$ cat src/rtl/control_sequencer_pkg.sv
// cpu_defs: opcodes (ALU op == opcode), FSM state encoding, and the
// lookup of the last execute state for each opcode.
package cpu_defs;

  localparam logic [4:0] OP_LD   = 5'b00000;
  localparam logic [4:0] OP_LDI  = 5'b00001;
  localparam logic [4:0] OP_ST   = 5'b00010;
  localparam logic [4:0] OP_ADD  = 5'b00011;
  localparam logic [4:0] OP_SUB  = 5'b00100;
  localparam logic [4:0] OP_AND  = 5'b00101;
  localparam logic [4:0] OP_OR   = 5'b00110;
  localparam logic [4:0] OP_ROR  = 5'b00111;
  localparam logic [4:0] OP_ROL  = 5'b01000;
  localparam logic [4:0] OP_SHR  = 5'b01001;
  localparam logic [4:0] OP_SHRA = 5'b01010;
  localparam logic [4:0] OP_SHL  = 5'b01011;
  localparam logic [4:0] OP_ADDI = 5'b01100;
  localparam logic [4:0] OP_ANDI = 5'b01101;
  localparam logic [4:0] OP_ORI  = 5'b01110;
  localparam logic [4:0] OP_DIV  = 5'b01111;
  localparam logic [4:0] OP_MUL  = 5'b10000;
  localparam logic [4:0] OP_NEG  = 5'b10001;
  localparam logic [4:0] OP_NOT  = 5'b10010;
  localparam logic [4:0] OP_BR   = 5'b10011;
  localparam logic [4:0] OP_JR   = 5'b10100;
  localparam logic [4:0] OP_JAL  = 5'b10101;
  localparam logic [4:0] OP_IN   = 5'b10110;
  localparam logic [4:0] OP_OUT  = 5'b10111;
  localparam logic [4:0] OP_MFLO = 5'b11000;
  localparam logic [4:0] OP_MFHI = 5'b11001;
  localparam logic [4:0] OP_NOP  = 5'b11010;
  localparam logic [4:0] OP_HALT = 5'b11011;

  typedef enum logic [3:0] {
    RESET_ST = 4'd0,
    T0       = 4'd1,
    T1       = 4'd2,
    T2       = 4'd3,
    T3       = 4'd4,
    T4       = 4'd5,
    T5       = 4'd6,
    T6       = 4'd7,
    T7       = 4'd8,
    HALT     = 4'd9
  } state_t;

  // Final execute state; unknown opcodes fall through to T3 (nop).
  function automatic state_t last_st(input logic [4:0] op);
    if (op inside {OP_LD, OP_ST})
      return T7;
    if (op inside {OP_MUL, OP_DIV, OP_BR})
      return T6;
    if (op inside {[OP_ADD:OP_ORI], OP_LDI})
      return T5;
    if (op inside {OP_JAL, OP_NEG, OP_NOT})
      return T4;
    return T3;
  endfunction

endpackage

$ cat src/rtl/control_sequencer_if.sv
// Control bus between sequencer (master) and datapath (slave).
// Inputs: Stop, IR, CON_out. Outputs: all strobes, operation, Run.
interface control_sequencer_if;
  logic        Stop;
  logic [31:0] IR;
  logic        CON_out;
  logic PCout, Zlowout, ZHighout, MDRout;
  logic HIout, LOout, Cout, InPortout;
  logic MARin, Zin, PCin, MDRin, IRin;
  logic Yin, HIin, LOin, OutPortin;
  logic IncPC, Read, Write;
  logic GRA, GRB, GRC, Rin, Rout;
  logic BAout, CON_in;
  logic [4:0] operation;
  logic Run;

  modport master (
    input  Stop, IR, CON_out,
    output PCout, Zlowout, ZHighout, MDRout,
    output HIout, LOout, Cout, InPortout,
    output MARin, Zin, PCin, MDRin, IRin,
    output Yin, HIin, LOin, OutPortin,
    output IncPC, Read, Write,
    output GRA, GRB, GRC, Rin, Rout,
    output BAout, CON_in, operation, Run
  );

  modport slave (
    output Stop, IR, CON_out,
    input  PCout, Zlowout, ZHighout, MDRout,
    input  HIout, LOout, Cout, InPortout,
    input  MARin, Zin, PCin, MDRin, IRin,
    input  Yin, HIin, LOin, OutPortin,
    input  IncPC, Read, Write,
    input  GRA, GRB, GRC, Rin, Rout,
    input  BAout, CON_in, operation, Run
  );
endinterface

$ cat src/rtl/control_sequencer.sv
// Hardwired fetch/execute FSM driving datapath control strobes.
// Ports: Clock, Reset (sync, active-high), bus (control_sequencer_if.master).
module control_sequencer
  import cpu_defs::*;
(
  input  logic Clock,
  input  logic Reset,
  control_sequencer_if.master bus
);

  state_t     r_state;
  state_t     w_next;
  logic [4:0] w_op;
  logic       w_exec;

  assign w_op   = bus.IR[31:27];
  assign w_exec = r_state inside {T3, T4, T5, T6, T7};

  always_ff @(posedge Clock) begin
    if (Reset) r_state <= RESET_ST;
    else       r_state <= w_next;
  end

  always_comb begin
    w_next = r_state;
    unique case (r_state)
      RESET_ST: w_next = T0;
      T0:       w_next = T1;
      T1:       w_next = T2;
      T2:       w_next = T3;
      HALT:     w_next = HALT;
      default: begin
        if (w_op == OP_HALT)
          w_next = HALT;
        else if (r_state == last_st(w_op))
          w_next = bus.Stop ? HALT : T0;
        else
          w_next = state_t'(r_state + 4'd1);
      end
    endcase
  end

  always_comb begin
    bus.PCout = 1'b0; bus.Zlowout = 1'b0;
    bus.ZHighout = 1'b0; bus.MDRout = 1'b0;
    bus.HIout = 1'b0; bus.LOout = 1'b0;
    bus.Cout = 1'b0; bus.InPortout = 1'b0;
    bus.MARin = 1'b0; bus.Zin = 1'b0;
    bus.PCin = 1'b0; bus.MDRin = 1'b0;
    bus.IRin = 1'b0; bus.Yin = 1'b0;
    bus.HIin = 1'b0; bus.LOin = 1'b0;
    bus.OutPortin = 1'b0; bus.IncPC = 1'b0;
    bus.Read = 1'b0; bus.Write = 1'b0;
    bus.GRA = 1'b0; bus.GRB = 1'b0;
    bus.GRC = 1'b0; bus.Rin = 1'b0;
    bus.Rout = 1'b0; bus.BAout = 1'b0;
    bus.CON_in = 1'b0;
    bus.operation = 5'd0;
    bus.Run = (r_state != HALT);

    unique case (r_state)
      T0: begin
        bus.PCout = 1'b1; bus.MARin = 1'b1;
        bus.IncPC = 1'b1; bus.PCin = 1'b1;
      end
      T1: begin
        bus.Read = 1'b1; bus.MDRin = 1'b1;
      end
      T2: begin
        bus.MDRout = 1'b1; bus.IRin = 1'b1;
      end
      default: ;
    endcase

    if (w_exec) begin
      unique case (1'b1)
        (w_op inside {[OP_ADD:OP_ORI]}): begin
          unique case (r_state)
            T3: begin
              bus.GRB = 1'b1; bus.Rout = 1'b1; bus.Yin = 1'b1;
            end
            T4: begin
              bus.Zin = 1'b1;
              if (w_op <= OP_SHL) begin
                bus.GRC = 1'b1; bus.Rout = 1'b1;
                bus.operation = w_op;
              end else begin
                bus.Cout = 1'b1;
                bus.operation = (w_op == OP_ADDI) ? OP_ADD :
                                (w_op == OP_ANDI) ? OP_AND : OP_OR;
              end
            end
            T5: begin
              bus.Zlowout = 1'b1; bus.GRA = 1'b1; bus.Rin = 1'b1;
            end
            default: ;
          endcase
        end
        (w_op inside {OP_MUL, OP_DIV}): begin
          unique case (r_state)
            T3: begin
              bus.GRA = 1'b1; bus.Rout = 1'b1; bus.Yin = 1'b1;
            end
            T4: begin
              bus.GRB = 1'b1; bus.Rout = 1'b1; bus.Zin = 1'b1;
              bus.operation = w_op;
            end
            T5: begin
              bus.Zlowout = 1'b1; bus.LOin = 1'b1;
            end
            T6: begin
              bus.ZHighout = 1'b1; bus.HIin = 1'b1;
            end
            default: ;
          endcase
        end
        (w_op inside {OP_LD, OP_LDI, OP_ST}): begin
          unique case (r_state)
            T3: begin
              bus.GRB = 1'b1; bus.BAout = 1'b1; bus.Yin = 1'b1;
            end
            T4: begin
              bus.Cout = 1'b1; bus.Zin = 1'b1;
              bus.operation = OP_ADD;
            end
            T5: begin
              bus.Zlowout = 1'b1;
              if (w_op == OP_LDI) begin
                bus.GRA = 1'b1; bus.Rin = 1'b1;
              end else begin
                bus.MARin = 1'b1;
              end
            end
            T6: begin
              bus.MDRin = 1'b1;
              if (w_op == OP_ST) begin
                bus.GRA = 1'b1; bus.Rout = 1'b1;
              end else begin
                bus.Read = 1'b1;
              end
            end
            T7: begin
              if (w_op == OP_ST) begin
                bus.Write = 1'b1;
              end else begin
                bus.MDRout = 1'b1; bus.GRA = 1'b1; bus.Rin = 1'b1;
              end
            end
            default: ;
          endcase
        end
        (w_op == OP_BR): begin
          unique case (r_state)
            T3: begin
              bus.GRA = 1'b1; bus.Rout = 1'b1; bus.CON_in = 1'b1;
            end
            T4: begin
              bus.PCout = 1'b1; bus.Yin = 1'b1;
            end
            T5: begin
              bus.Cout = 1'b1; bus.Zin = 1'b1;
              bus.operation = OP_ADD;
            end
            T6: begin
              bus.Zlowout = bus.CON_out;
              bus.PCin = bus.CON_out;
            end
            default: ;
          endcase
        end
        (w_op == OP_JR): begin
          if (r_state == T3) begin
            bus.GRA = 1'b1; bus.Rout = 1'b1; bus.PCin = 1'b1;
          end
        end
        (w_op == OP_JAL): begin
          if (r_state == T3) begin
            bus.PCout = 1'b1; bus.GRB = 1'b1; bus.Rin = 1'b1;
          end else if (r_state == T4) begin
            bus.GRA = 1'b1; bus.Rout = 1'b1; bus.PCin = 1'b1;
          end
        end
        (w_op inside {OP_MFHI, OP_MFLO, OP_IN}): begin
          if (r_state == T3) begin
            bus.HIout = (w_op == OP_MFHI);
            bus.LOout = (w_op == OP_MFLO);
            bus.InPortout = (w_op == OP_IN);
            bus.GRA = 1'b1; bus.Rin = 1'b1;
          end
        end
        (w_op == OP_OUT): begin
          if (r_state == T3) begin
            bus.GRA = 1'b1; bus.Rout = 1'b1; bus.OutPortin = 1'b1;
          end
        end
        (w_op inside {OP_NEG, OP_NOT}): begin
          if (r_state == T3) begin
            bus.GRB = 1'b1; bus.Rout = 1'b1; bus.Zin = 1'b1;
            bus.operation = w_op;
          end else if (r_state == T4) begin
            bus.Zlowout = 1'b1; bus.GRA = 1'b1; bus.Rin = 1'b1;
          end
        end
        default: ;
      endcase
    end
  end

endmodule

$ cat src/flat_wrapper.sv
// flat-port wrapper written by rule: the top's interface ports become plain ports
module control_sequencer_flat import cpu_defs::*;
  (Clock, Reset, bus_Stop, bus_IR, bus_CON_out, bus_PCout, bus_Zlowout, bus_ZHighout, bus_MDRout, bus_HIout, bus_LOout, bus_Cout, bus_InPortout, bus_MARin, bus_Zin, bus_PCin, bus_MDRin, bus_IRin, bus_Yin, bus_HIin, bus_LOin, bus_OutPortin, bus_IncPC, bus_Read, bus_Write, bus_GRA, bus_GRB, bus_GRC, bus_Rin, bus_Rout, bus_BAout, bus_CON_in, bus_operation, bus_Run);
  control_sequencer_if bus_i ();
  input  logic Clock;
  input  logic Reset;
  input wire logic [$bits(bus_i.Stop)-1:0] bus_Stop;
  input wire logic [$bits(bus_i.IR)-1:0] bus_IR;
  input wire logic [$bits(bus_i.CON_out)-1:0] bus_CON_out;
  output wire logic [$bits(bus_i.PCout)-1:0] bus_PCout;
  output wire logic [$bits(bus_i.Zlowout)-1:0] bus_Zlowout;
  output wire logic [$bits(bus_i.ZHighout)-1:0] bus_ZHighout;
  output wire logic [$bits(bus_i.MDRout)-1:0] bus_MDRout;
  output wire logic [$bits(bus_i.HIout)-1:0] bus_HIout;
  output wire logic [$bits(bus_i.LOout)-1:0] bus_LOout;
  output wire logic [$bits(bus_i.Cout)-1:0] bus_Cout;
  output wire logic [$bits(bus_i.InPortout)-1:0] bus_InPortout;
  output wire logic [$bits(bus_i.MARin)-1:0] bus_MARin;
  output wire logic [$bits(bus_i.Zin)-1:0] bus_Zin;
  output wire logic [$bits(bus_i.PCin)-1:0] bus_PCin;
  output wire logic [$bits(bus_i.MDRin)-1:0] bus_MDRin;
  output wire logic [$bits(bus_i.IRin)-1:0] bus_IRin;
  output wire logic [$bits(bus_i.Yin)-1:0] bus_Yin;
  output wire logic [$bits(bus_i.HIin)-1:0] bus_HIin;
  output wire logic [$bits(bus_i.LOin)-1:0] bus_LOin;
  output wire logic [$bits(bus_i.OutPortin)-1:0] bus_OutPortin;
  output wire logic [$bits(bus_i.IncPC)-1:0] bus_IncPC;
  output wire logic [$bits(bus_i.Read)-1:0] bus_Read;
  output wire logic [$bits(bus_i.Write)-1:0] bus_Write;
  output wire logic [$bits(bus_i.GRA)-1:0] bus_GRA;
  output wire logic [$bits(bus_i.GRB)-1:0] bus_GRB;
  output wire logic [$bits(bus_i.GRC)-1:0] bus_GRC;
  output wire logic [$bits(bus_i.Rin)-1:0] bus_Rin;
  output wire logic [$bits(bus_i.Rout)-1:0] bus_Rout;
  output wire logic [$bits(bus_i.BAout)-1:0] bus_BAout;
  output wire logic [$bits(bus_i.CON_in)-1:0] bus_CON_in;
  output wire logic [$bits(bus_i.operation)-1:0] bus_operation;
  output wire logic [$bits(bus_i.Run)-1:0] bus_Run;
  assign bus_i.Stop = bus_Stop;
  assign bus_i.IR = bus_IR;
  assign bus_i.CON_out = bus_CON_out;
  assign bus_PCout = bus_i.PCout;
  assign bus_Zlowout = bus_i.Zlowout;
  assign bus_ZHighout = bus_i.ZHighout;
  assign bus_MDRout = bus_i.MDRout;
  assign bus_HIout = bus_i.HIout;
  assign bus_LOout = bus_i.LOout;
  assign bus_Cout = bus_i.Cout;
  assign bus_InPortout = bus_i.InPortout;
  assign bus_MARin = bus_i.MARin;
  assign bus_Zin = bus_i.Zin;
  assign bus_PCin = bus_i.PCin;
  assign bus_MDRin = bus_i.MDRin;
  assign bus_IRin = bus_i.IRin;
  assign bus_Yin = bus_i.Yin;
  assign bus_HIin = bus_i.HIin;
  assign bus_LOin = bus_i.LOin;
  assign bus_OutPortin = bus_i.OutPortin;
  assign bus_IncPC = bus_i.IncPC;
  assign bus_Read = bus_i.Read;
  assign bus_Write = bus_i.Write;
  assign bus_GRA = bus_i.GRA;
  assign bus_GRB = bus_i.GRB;
  assign bus_GRC = bus_i.GRC;
  assign bus_Rin = bus_i.Rin;
  assign bus_Rout = bus_i.Rout;
  assign bus_BAout = bus_i.BAout;
  assign bus_CON_in = bus_i.CON_in;
  assign bus_operation = bus_i.operation;
  assign bus_Run = bus_i.Run;
  control_sequencer u_core (.Clock(Clock), .Reset(Reset), .bus(bus_i));
endmodule
$ cat config.mk
export PLATFORM = sky130hd
export DESIGN_NAME = control_sequencer_flat
export DESIGN_NICKNAME = d
export VERILOG_FILES = /design/src/rtl/control_sequencer_pkg.sv /design/src/rtl/control_sequencer_if.sv /design/src/rtl/control_sequencer.sv /design/src/flat_wrapper.sv
export SDC_FILE = /design/constraint.sdc
export NUM_CORES = 1
export LEC_CHECK = 0
export CAP_MARGIN = 5
export CORE_AREA = 4 4 63 65
export DETAILED_ROUTE_END_ITERATION = 6
export DIE_AREA = 0 0 67 69
export HOLD_SLACK_MARGIN = 0.05
export PLACE_DENSITY_LB_ADDON = 0.25
export REMOVE_ABC_BUFFERS = 1
export SETUP_SLACK_MARGIN = 0.3
export SLEW_MARGIN = 20
export SYNTH_ARGS = -nofsm -noshare
export SYNTH_HDL_FRONTEND = slang
export SYNTH_SLANG_ARGS = --single-unit
$ cat constraint.sdc
create_clock -name Clock -period 1.9 [get_ports Clock]
set_input_delay 0.19 -clock Clock [delete_from_list [all_inputs] [get_ports Clock]]
set_output_delay 0.19 -clock Clock [all_outputs]
set_load 0.01 [all_outputs]
==> flow_summary.json, run 1 <==
{
  "delay_of_the_slowest_cell_on_the_worst_path_ns": 0.33,
  "die_h_um": 69,
  "total_leakage_power_nw": 1.16,
  "finClkSkew_ns": 0.0134,
  "crit_path_start": "u_core.r_state[0]",
  "timing.critical_path.mode_cell": "nand3_1",
  "gr_util_met2": 0.430,
  "grt_setup_unrepaired": "yes",
  "start_util": 0.352,
  "layout_setup_ws_ns": -0.0665,
  "h_tree_depth": 1,
  "depth_of_the_worst_register_to_register_path": 10,
  "die-area_um2": 4620,
  "ioPinCount": 69,
  "top_register": "u_core.r_state",
  "gp_congestion": 1.03,
  "cts_tree": "done",
  "fmax_mhz": 509,
  "worstPathArrival_ns": 1.78,
  "clock_tree.buffer_depth": 2,
  "critical_path.cell_chain": "buf_6 > ha_2 > nand2_4 > nor2_2 > buf_4 > nand3_1 > nand3_1 > clkdlybuf4s15_2",
  "use_met3": 0.0244,
  "ys.warnings.count": 0,
  "worst-setup-path-type": "flip-flop to output port",
  "antenna_left": 0,
  "post-route-period-util": 1.03,
  "final_max_slew_viol_count": 0,
  "port_buffers": 41,
  "dpl.hpwl_mm": 4.02,
  "top_usage_layer": "met2",
  "timing.reg2reg.setup_slack_ns": 0.07,
  "registers_with_the_most_flip_flops": "u_core.r_state x4",
  "setup.worst_path.end_class": "output port",
  "netlist_area_um2": 1170,
  "clock_latency_on_the_worst_skew_pair_ns": 0.25,
  "regToRegEndpoint": "u_core.r_state[1]",
  "number_of_antenna_violations_at_the_first_check_in_global_routing": 0,
  "initialDrtViolationCount": 225,
  "ratio_of_cells_with_drive_above_1_in_the_final_layout": 0.666,
  "max-cap-violations": 0,
  "synthCells": 193,
  "slowest_stage": "dfxtp_2",
  "synthToLayoutAreaGrowth_pct": 120,
  "min_to": "u_core.r_state[0]",
  "grt_use_met1": 0.306,
  "power_density_nw_per_um2": 707,
  "synthFlopType": "dfxtp_1",
  "largest_fanout_on_the_critical_path": 7,
  "final_hold_viol_count": 0,
  "holdCritStartpoint": "Reset",
  "syn_avg_cell_area_um2": 6.09,
  "std_cell_rows": 21,
  "clkSinkCount": 4,
  "placement.setup.worst_slack_ns": -0.649,
  "avgRoutedWirePerCell_um": 18.0,
  "grt.total_usage": 0.248,
  "pin_count_of_the_biggest_net_entering_global_routing": 15,
  "post-route-min-period_ns": 1.97,
  "route.vias.total": 2084,
  "largest_register_ff_count": 4,
  "finalSetupViolations": 7,
  "grt_pass1_vias": 1946,
  "tns_ns": -0.322,
  "irDropWorstVdd_uv": 689,
  "ctsHoldBuffers": 0,
  "design.core.area_um2": 3340,
  "worst_setup_path_start_kind": "flip-flop",
  "result_of_the_run": "finished with violations",
  "hold_path.class": "primary input to flip-flop",
  "ys_seq_elements": 4,
  "total_power_w": 0.00183,
  "drt_drc_violations_left": 0,
  "tightestPinTransition_ns": 0.331,
  "diodes": 0,
  "failed_checks": "negative setup slack",
  "drt_pre_antenna_iters": 4,
  "worstHoldPathCells": 2,
  "netlist_cell_types": 51,
  "post_detailed_routing_wire_length_mm": 6.37,
  "grt_overflow_total": 0,
  "slew_headroom": 0.778,
  "crit_required_ns": 1.71,
  "die_wd_um": 67,
  "synth_edf_count": 0,
  "drt-vias-per-instance": 5.89,
  "clk_pin_slew_ns": 0.05,
  "postSynth.asyncResetShare": 0,
  "nets": 350,
  "seq_area_frac_synth": 0.0682,
  "worstPathBufferInverterCount": 3,
  "hold_ws_ns": 0.619,
  "cpLargestDelayFamily": "simple AND/OR/NAND/NOR gates",
  "cts_inserted_buffers": 3,
  "clock_tree.root_cell": "clkbuf_4",
  "origin_of_the_critical_flop_to_flop_path": "u_core.r_state[1]",
  "grt_pass1_wl_mm": 9.25
}
-- worst max path at each step --
stage | to | slack [ns] | cells after the start
after floorplan | bus_GRC | -0.08 | 3
after global placement | bus_operation[4] | -0.65 | 7
after detailed placement | bus_operation[4] | -0.65 | 8
after CTS | bus_operation[0] | -0.04 | 8
after global routing | bus_Rin | -0.17 | 8
final | bus_Rin | -0.07 | 8
-- routing by layer --
metal / vias to the layer above / part of all wire
met4: 0 / 0.045
met3: 32 / 0.080
met1: 979 / 0.39
li1: 937 / -
met5: - / 0
met2: 136 / 0.48
-- where the power goes --
group	total (W)	internal (W)	switching, W
sequential	0.000130	0.000113	0.0000166
combinational	0.00158	0.000809	0.000776
clock	0.000115	0.0000712	0.0000435
-- per-stage QoR --
stage | instances | instance area [um^2] | utilization
2_1_floorplan | 175 | 1080 | -
3_3_place_gp | 328 | 2060 | 0.617
4_1_cts | 344 | 2390 | 0.716
5_1_grt | 354 | 2590 | 0.775
6_report | 354 | 2590 | 0.775
3_5_place_dp | 328 | 2060 | 0.617
-- Yosys cell counts (all sizes together) (2+ instances only) --
cell	count	share of area
a21o	2	0.013
a21oi	15	0.067
a221oi	2	0.015
a31oi	4	0.021
and2	2	0.011
and3	2	0.011
buf	11	0.055
clkbuf	7	0.023
dfxtp	4	0.068
ha	4	0.043
inv	10	0.032
nand2	21	0.067
nand2b	5	0.029
nand3	10	0.043
nand4	2	0.011
nor2	25	0.093
nor2b	4	0.021
nor3	14	0.064
o211ai	2	0.013
o21ai	17	0.072
o221ai	3	0.022
o22ai	2	0.011
o31ai	3	0.019
o41ai	2	0.015
or3	3	0.016
-- placed cells by master, fill, tap and decap left out, types with 3 or more instances in the layout --
master / netlist / final
clkdlybuf4s15_2: 0 / 7
a31oi_1: 4 / 3
clkdlybuf4s50_1: 0 / 3
ha_4: 0 / 3
or3_4: 0 / 3
o21ai_2: 0 / 3
clkbuf_4: 0 / 3
dfxtp_2: 0 / 4
o21ai_1: 1 / 7
nand3_1: 10 / 9
a21oi_2: 1 / 5
nor2_2: 0 / 8
nor3_2: 1 / 7
buf_2: 7 / 29
nor3_1: 13 / 5
nand2_1: 21 / 14
buf_4: 2 / 71
inv_1: 10 / 8
a21oi_1: 14 / 10
nand2_2: 0 / 5
o21ai_0: 16 / 6
nor2_4: 2 / 7
buf_6: 1 / 16
nor2_1: 23 / 10
-- cell type report --
| cell class | instances | area (um^2) |
|---|---|---|
| tap | 46 | 57.6 |
| timing repair buffer | 130 | 1040 |
| sequential | 4 | 85.1 |
| fill | 246 | 751 |
| multi-input combinational | 161 | 1340 |
| clock buffer | 3 | 22.5 |
| inverter | 10 | 40.0 |
-- cells by family after synthesis --
logic type | share of synthesized area
compound gates | 0.359
xor+xnor | 0.00746
fa+ha+maj | 0.0426
buf+inv | 0.111
flops | 0.0682
mux | 0.0213
simple gates | 0.391
-- what timing repair did --
action	4_1_cts	5_1_grt
cloned	1	0
pin swaps	22	18
resized for setup	220	41
setup buffers	12	10
setup endpoints to repair	37	37
Power figures use the tool's default switching activity.
==> run 2: changes to the inputs <==
- CTS_CLUSTER_DIAMETER: unset -> 100
- SKIP_CTS_REPAIR_TIMING: unset -> 1
==> flow_summary.json, run 2 (synthesis results as in run 1) <==
{
  "result_of_the_run": "finished with violations",
  "failed_checks": "negative setup slack",
  "post-route-min-period_ns": 1.98,
  "power.sequential.fraction": 0.082,
  "antenna_left": 0,
  "tightestPinTransition_ns": 0.331,
  "fmax_mhz": 505,
  "nets": 337,
  "clk_pin_slew_ns": 0.04,
  "post_detailed_routing_wire_length_mm": 5.62,
  "largest_fanout_on_the_critical_path": 4,
  "final_hold_viol_count": 0,
  "slew_headroom": 0.779,
  "h_tree_depth": 1,
  "critical_path.cell_chain": "buf_6 > ha_4 > or3_4 > o21ai_2 > nand2_1 > and3b_1 > buf_2",
  "std_cell_rows": 21,
  "max-cap-violations": 0,
  "finClkSkew_ns": 0.00948,
  "pin_count_of_the_biggest_net_entering_global_routing": 16,
  "clkPwrFrac": 0.070,
  "total_leakage_power_nw": 1.13,
  "gp_congestion": 1.03,
  "worstHoldPathCells": 2,
  "use_met3": 0.0195,
  "die-area_um2": 4620,
  "worstPathBufferInverterCount": 2,
  "port_buffers": 41,
  "grt.total_usage": 0.213,
  "clock_tree.root_cell": "clkbuf_4",
  "clock_tree.buffer_depth": 2,
  "worstPathArrival_ns": 1.79,
  "irDropWorstVdd_uv": 693,
  "die_wd_um": 67,
  "synthToLayoutAreaGrowth_pct": 95.3,
  "grt_overflow_total": 0,
  "grt_use_met1": 0.285,
  "diodes": 0,
  "timing.critical_path.depth": 7,
  "placement.setup.worst_slack_ns": -0.649,
  "finalSetupViolations": 4,
  "slowest_stage": "or3_4",
  "clkSinkCount": 4,
  "cts_tree": "done",
  "worst-setup-path-type": "flip-flop to output port",
  "largest_register_ff_count": 4,
  "dpl.hpwl_mm": 4.02,
  "top_register": "u_core.r_state",
  "power_density_nw_per_um2": 691,
  "ioPinCount": 69,
  "clock_latency_on_the_worst_skew_pair_ns": 0.24,
  "number_of_antenna_violations_at_the_first_check_in_global_routing": 0,
  "start_util": 0.352,
  "setup.worst_path.end_class": "output port",
  "drt_drc_violations_left": 0,
  "drt_pre_antenna_iters": 5,
  "cpLargestDelayFamily": "simple AND/OR/NAND/NOR gates",
  "initialDrtViolationCount": 144,
  "grt_setup_unrepaired": "yes",
  "crit_required_ns": 1.71,
  "ratio_of_cells_with_drive_above_1_in_the_final_layout": 0.556,
  "gr_util_met2": 0.352,
  "depth_of_the_worst_register_to_register_path": 9,
  "final_common_cell": "buf_4",
  "net-switching-power_w": 0.000730,
  "hold_path.class": "primary input to flip-flop",
  "top_usage_layer": "met2",
  "design.core.area_um2": 3340,
  "final_max_slew_viol_count": 0,
  "total_power_w": 0.00159,
  "worst_setup_path_start_kind": "flip-flop",
  "switching_part_of_the_total_power": 0.460,
  "post-route-period-util": 1.04,
  "die_h_um": 69,
  "cts_inserted_buffers": 3,
  "drt-vias-per-instance": 5.62,
  "layout_common_cells": "68 x buf_4, 17 x buf_2, 16 x nand2_1",
  "total_internal_power_w": 0.000856,
  "route.vias.total": 1916,
  "pwr-share-comb": 0.849,
  "grt_pass1_vias": 1707,
  "registers_with_the_most_flip_flops": "u_core.r_state x4",
  "avgRoutedWirePerCell_um": 16.5,
  "grt_pass1_wl_mm": 8.02,
  "layout_setup_ws_ns": -0.0811,
  "delay_of_the_slowest_cell_on_the_worst_path_ns": 0.39
}
run 2: metal layers:
layer / vias up / routed length, um
li1: 913 / -
met2: 100 / 2690
met4: 0 / 245
met1: 883 / 2230
met5: - / 0
met3: 20 / 451
run 2: path summary, 6_finish.rpt:
check	start	end	slack [ns]
worst max-delay path	u_core.r_state[0]	bus_operation[3]	-0.08
worst min-delay path	Reset	u_core.r_state[0]	0.62
worst max register to register	u_core.r_state[0]	u_core.r_state[1]	0.16
worst min register to register	u_core.r_state[2]	u_core.r_state[2]	0.67
run 2: final cells by class:
class	instances	area (um^2)
Multi-Input combinational cell	161	1200
Fill cell	295	1040
Timing Repair Buffer	117	890
Sequential cell	4	85.1
Tap cell	46	57.6
Inverter	10	37.5
Clock buffer	3	22.5
run 2: power groups by stage:
stage	sequential (W)	clock [W]	combinational (W)
after global routing	0.000133	0.000118	0.00145
after global placement	0.000119	0	0.00113
after detailed placement	0.000119	0	0.00113
after CTS	0.000118	0.000106	0.00114
after floorplan	0.000146	0	0.000481
final	0.000129	0.000110	0.00135
run 2: per-stage QoR:
stage | setup TNS [ns] | instance area (um^2) | instances | hold WS, ns | util
5_1_grt | -0.824 | 2290 | 341 | 0.646 | 0.688
2_1_floorplan | -0.127 | 1080 | 175 | 0.252 | -
4_1_cts | -15.35 | 2080 | 331 | 0.604 | 0.624
3_3_place_gp | -15.32 | 2060 | 328 | 0.639 | 0.617
6_report | -0.174 | 2290 | 341 | 0.623 | 0.688
3_5_place_dp | -15.46 | 2060 | 328 | 0.641 | 0.617
run 2: worst register-to-register path, stage by stage, from the launching register on:
cell,delay (ns)
dfxtp_2,0.32
buf_6,0.12
ha_4,0.15
or3_4,0.39
a21oi_1,0.16
nor2_1,0.07
nor2_1,0.12
buf_4,0.13
nand3_1,0.07
a21oi_1,0.13
==> run 3: changes to the inputs <==
- CTS_CLUSTER_SIZE: unset -> 10
==> results of run 3 <==
Same layout as run 2: the final DEF is identical, and so are final timing and power.
